===== src/rtl/mem_port_arbiter.sv =====
// mem_port_arbiter: two-master req/ack arbiter and sequencer for a single-port
// synchronous RAM. One word transaction at a time is serialised onto the
// memory port. The block waits out the RAM read latency and returns read data
// to the master that won arbitration.
//
// Build option:
//   ARB_RR_EN  defined   -> round-robin between the masters on contention
//              undefined -> fixed priority, master 0 always wins
//
// All outputs are registered or decoded from state. No req reaches an output
// combinationally.
module mem_port_arbiter #(
    parameter int DW     = 9,
    parameter int AW     = 9,
    parameter int RD_LAT = 1
) (
    input  logic          clk,
    input  logic          rst,
    input  logic          req0,
    input  logic          req1,
    input  logic [AW-1:0] addr0,
    input  logic [AW-1:0] addr1,
    input  logic [DW-1:0] wdata0,
    input  logic [DW-1:0] wdata1,
    input  logic          we0,
    input  logic          we1,
    output logic          ack0,
    output logic          ack1,
    output logic [DW-1:0] rdata0,
    output logic [DW-1:0] rdata1,
    output logic [1:0]    gnt,
    output logic          mem_en,
    output logic          mem_we,
    output logic [AW-1:0] mem_addr,
    output logic [DW-1:0] mem_wdata,
    input  logic [DW-1:0] mem_rdata,
    output logic          busy
);

    // state  | meaning
    // IDLE   | port free, arbitrating pending requests
    // ISSUE  | memory strobe driven from latched request
    // WAIT   | counting down read latency, capture on last cycle
    // RESP   | ack pulse to the owner, grant released
    typedef enum logic [1:0] {
        S_IDLE  = 2'd0,
        S_ISSUE = 2'd1,
        S_WAIT  = 2'd2,
        S_RESP  = 2'd3
    } state_t;

    localparam int CW = $clog2(RD_LAT + 1);

    state_t          state_q, state_d;
    logic [1:0]      gnt_q, gnt_d;
    logic [AW-1:0]   addr_q, addr_d;
    logic [DW-1:0]   wdata_q, wdata_d;
    logic            we_q, we_d;
    logic [CW-1:0]   cnt_q, cnt_d;
    logic [DW-1:0]   rdata0_q, rdata0_d;
    logic [DW-1:0]   rdata1_q, rdata1_d;

    logic            any_req;
    logic            win1;

`ifdef ARB_RR_EN
    // last_q = 1 means master 1 received the most recent grant
    logic            last_q, last_d;
`endif

    // Winner selection among the current requests
    always_comb begin
        any_req = req0 | req1;
`ifdef ARB_RR_EN
        if (req0 && req1) begin
            win1 = ~last_q;
        end else begin
            win1 = req1;
        end
`else
        win1 = req1 & ~req0;
`endif
    end

    // Next-state and datapath update for the sequencer
    always_comb begin
        state_d  = state_q;
        gnt_d    = gnt_q;
        addr_d   = addr_q;
        wdata_d  = wdata_q;
        we_d     = we_q;
        cnt_d    = cnt_q;
        rdata0_d = rdata0_q;
        rdata1_d = rdata1_q;
`ifdef ARB_RR_EN
        last_d   = last_q;
`endif
        case (state_q)
            S_IDLE: begin
                if (any_req) begin
                    if (win1) begin
                        gnt_d   = 2'b10;
                        addr_d  = addr1;
                        wdata_d = wdata1;
                        we_d    = we1;
                    end else begin
                        gnt_d   = 2'b01;
                        addr_d  = addr0;
                        wdata_d = wdata0;
                        we_d    = we0;
                    end
`ifdef ARB_RR_EN
                    last_d  = win1;
`endif
                    state_d = S_ISSUE;
                end
            end
            S_ISSUE: begin
                if (we_q) begin
                    state_d = S_RESP;
                end else begin
                    cnt_d   = CW'(RD_LAT);
                    state_d = S_WAIT;
                end
            end
            S_WAIT: begin
                if (cnt_q == CW'(1)) begin
                    if (gnt_q[1]) begin
                        rdata1_d = mem_rdata;
                    end else begin
                        rdata0_d = mem_rdata;
                    end
                    state_d = S_RESP;
                end else begin
                    cnt_d = cnt_q - CW'(1);
                end
            end
            S_RESP: begin
                gnt_d   = 2'b00;
                state_d = S_IDLE;
            end
            default: begin
                gnt_d   = 2'b00;
                state_d = S_IDLE;
            end
        endcase
    end

    // State and datapath registers with synchronous reset
    always_ff @(posedge clk) begin
        if (rst) begin
            state_q  <= S_IDLE;
            gnt_q    <= 2'b00;
            addr_q   <= '0;
            wdata_q  <= '0;
            we_q     <= 1'b0;
            cnt_q    <= '0;
            rdata0_q <= '0;
            rdata1_q <= '0;
        end else begin
            state_q  <= state_d;
            gnt_q    <= gnt_d;
            addr_q   <= addr_d;
            wdata_q  <= wdata_d;
            we_q     <= we_d;
            cnt_q    <= cnt_d;
            rdata0_q <= rdata0_d;
            rdata1_q <= rdata1_d;
        end
    end

`ifdef ARB_RR_EN
    // Last-grant register; reset to master 1 so the first contention goes to master 0
    always_ff @(posedge clk) begin
        if (rst) begin
            last_q <= 1'b1;
        end else begin
            last_q <= last_d;
        end
    end
`endif

    assign gnt       = gnt_q;
    assign busy      = (state_q != S_IDLE);
    assign mem_en    = (state_q == S_ISSUE);
    assign mem_we    = (state_q == S_ISSUE) & we_q;
    assign mem_addr  = addr_q;
    assign mem_wdata = wdata_q;
    assign ack0      = (state_q == S_RESP) & gnt_q[0];
    assign ack1      = (state_q == S_RESP) & gnt_q[1];
    assign rdata0    = rdata0_q;
    assign rdata1    = rdata1_q;

endmodule

===== config.mk =====
export PLATFORM = sky130hd
export DESIGN_NAME = mem_port_arbiter
export DESIGN_NICKNAME = d
export VERILOG_FILES = /design/src/rtl/mem_port_arbiter.sv
export SDC_FILE = /design/constraint.sdc
export NUM_CORES = 1
export LEC_CHECK = 0
export CORE_ASPECT_RATIO = 1.4
export CORE_UTILIZATION = 29
export DETAILED_ROUTE_END_ITERATION = 8
export GPL_TIMING_DRIVEN = 0
export PLACE_DENSITY_LB_ADDON = 0.08
export SYNTH_ARGS = -nofsm -noshare
export SYNTH_HDL_FRONTEND = slang
export SYNTH_SLANG_ARGS = --single-unit

===== constraint.sdc =====
create_clock -name clk -period 1.9 [get_ports clk]
set_input_delay 0.38 -clock clk [delete_from_list [all_inputs] [get_ports clk]]
set_output_delay 0.38 -clock clk [all_outputs]
set_load 0.005 [all_outputs]

==> impl_metrics.yaml <==
pwr:
  ir_drop_uv: 667
  powerDensity_mw_per_mm2: 1060
  p_leak_nw: 1.28
  p_total_mw: 3.14
min_path:
  hold_path_end: "state_q[0]$_SDFFE_PP0P_"
  hp-class: "primary input to flop"
  holdPathStages: 2
  min_from: "rst"
timing:
  period_minus_slack_ps: 1840
  finalCritPeriodShare: 0.968
  slew_viol_final: 0
  whs_ps: 412
  achievable-frequency_mhz: 544
  fin_setup_tns_ps: 0
  worstMarginPinSlew_ps: 529
  setup_viol: 0
  rsz0062_at_grt: "no"
  setup_slack_ps: 60.3
  finalHoldViolations: 0
  skew_ps: 7.53
  slew_headroom: 0.647
worst_setup_path:
  timing.rr.end: "mem_addr[1]$_SDFFE_PP0P_"
  reg2reg_from: "state_q[0]$_SDFFE_PP0P_"
  startpoint: "state_q[0]$_SDFFE_PP0P_"
  r2r.worst_path.cells: 6
  critPathKind: "flop to output port"
  worstPathArrival_ps: 1460
  crit_path_end_kind: "output port"
  ff2ff_setup_slack_ps: 330
  cp_max_fo: 5
  cp.required_ps: 1520
  startpoint_type: "flop"
grt:
  grt_pass1_vias: 1631
  grt_max_degree: 13
  gr-total-overflow: 0
  grt_antenna_before_repair: 0
  grt_pass1_wl_mm: 7.25
  track_usage: 0.150
layout:
  fin_cells: 363
  post-route-util: 0.505
  drive_above_1_share: 0.0785
  final_area_mm2: 0.00298
  antennaDiodeCount: 0
  nNetsFinal: 348
  area_delta_synth_final_pct: 65.8
clock_tree:
  cts_max_level: 2
  cts_buffer_depth: 2
  cts-buffers-inserted: 5
  clk_latency_ps: 290
  cts.clk_slew.worst_paths_ps: 70
  cts_root_buf: "clkbuf_8"
  numClockSinks: 42
  cts_tree: "done"
  cts_hold_buffers: 0
detailed_routing:
  drtAntennaViolNets: 0
  drtIter0Drc: 55
  wl_per_cell_um: 13.0
  via_count: 1692
  vias_per_cell: 4.66
  drc: 0
  dr.pass1.iters: 4
  drt-total-wl_mm: 4.72
synth:
  synth_nets: 248
  netlist_instances: 192
  synth_area_mm2: 0.00180
  synth_area_per_cell_um2: 9.36
  synth_top_cell_area_share: 0.468
  synth_warnings: 0
  synth_area_leaders: "dfxtp_1 47%, mux2i_1 16%, a211oi_1 7.9%"
  yosys.area.top_type: "dfxtp_1"
  synth_seq_area_share: 0.468
  synth_seq_cells: 42
  synthDistinctLibCells: 27
place:
  dp.cells: 354
  dpl-instance-area_mm2: 0.00281
  io_buffers: 92
  pre_cts_slack_ps: 12.5
  routabilityCongestion: 0.721
  dpl.hpwl_mm: 3.63
floorplanning:
  start_util: 0.305
  die_x_um: 68.5
  io-pin-count: 94
  die_area_mm2: 0.00652
  placementRows: 33
  fp.coreArea_mm2: 0.00590
  fp.dieH_um: 95.2
run_status:
  status: "complete, no violations"
job:
  drv_cap: 0
sequential cells by signal, summed over array words and instances, names as in the netlist:
| register | flops |
|---|---|
| cnt_q | 1 |
| gnt | 2 |
| mem_addr | 9 |
| mem_wdata | 9 |
| rdata0 | 9 |
| rdata1 | 9 |
| state_q | 2 |
| we_q | 1 |
worst max-delay path: stages, from the launching register on:
cell and delay (ps):
dfxtp_4 370, inv_2 70, ha_4 180, inv_1 60, clkdlybuf4s50_1 490
power breakdown:
part	switching [mW]	internal [mW]
Clock	0.300	0.393
Sequential	0.131	1.09
Combinational	0.519	0.711
final cells by class:
| type | instances | area [µm²] |
|---|---|---|
| inverter | 4 | 20.0 |
| multi-input combinational | 133 | 915 |
| fill | 575 | 2920 |
| tap | 70 | 87.6 |
| clock buffer | 7 | 76.3 |
| timing repair buffer | 93 | 936 |
| buffer | 13 | 67.6 |
| sequential | 42 | 848 |
| clock inverter | 1 | 30.0 |
synthesized netlist by cell type:
master    instances
mux2i_1          28
clkbuf_1          7
dfxtp_1          42
nand3b_1          2
ha_1              5
nor3_1            1
or3_1             2
nor3b_2           1
o21ai_0           2
nor2b_1           1
buf_2             3
or4b_1            1
a221oi_2          1
and2_1            3
o31ai_1           1
nor2_1           31
a21oi_1          12
buf_4             2
buf_6             1
nand2b_1          1
o21a_1            1
and3_1            1
a211oi_1         19
inv_1             4
nand2_1          18
o21bai_1          1
nand3_1           1
worst max-delay path by stage:
stage	to	slack, ps	cells past startpoint
after CTS	ack1	-20	3
after floorplan	state_q[0]$_SDFFE_PP0P_	350	5
after detailed placement	mem_addr[1]$_SDFFE_PP0P_	10	5
final	busy	60	4
after global placement	we_q$_SDFFE_PP0P_	80	5
after global routing	busy	6	4
routing by layer:
metal	wire length (µm)	track usage	vias to the layer above	share of wire
met4	68	0.0521	0	0.014
met2	2420	0.276	65	0.51
met3	375	0.0526	5	0.079
met5	0	0	-	0
li1	-	-	866	-
met1	1850	0.150	756	0.39
cells by family (layout without fill, tap and decap cells):
kind of cell | count (synthesis) | count (layout) | share of synthesized area
AO/OA/AOI/OAI | 37 | 37 | 0.139
adder cells (fa/ha/maj) | 5 | 5 | 0.0348
buffers and inverters | 17 | 118 | 0.0459
flip-flops | 42 | 42 | 0.468
multiplexers | 28 | 28 | 0.156
AND/OR/NAND/NOR | 63 | 63 | 0.157
cells in the final DEF, fill, tap and decap left out, types with 2 or more instances in the layout:
cell type        netlist  layout
clkdlybuf4s50_1        0      89
dfxtp_1               42      40
nor2_1                31      31
mux2i_1               28      28
a211oi_1              19      19
nand2_1               18      18
a21oi_1               12      12
clkbuf_1               7       9
clkbuf_8               0       5
buf_2                  3       3
buf_4                  2       3
ha_4                   0       3
dlymetal6s2s_1         0       3
inv_1                  4       2
and2_1                 3       2
or3_1                  2       2
o21ai_0                2       2
nand3b_1               2       2
ha_1                   5       2
dfxtp_4                0       2
timing repair:
| item | CTS | global route |
|---|---|---|
| cloned | 0 | 0 |
| gates resized for setup | 12 | 6 |
| setup buffers | 0 | 1 |
| pin swaps | 0 | 1 |
| endpoints found under the hold margin | 0 | 0 |
| endpoints found under the setup margin | 4 | 4 |
(Power assumes the default switching activity.)
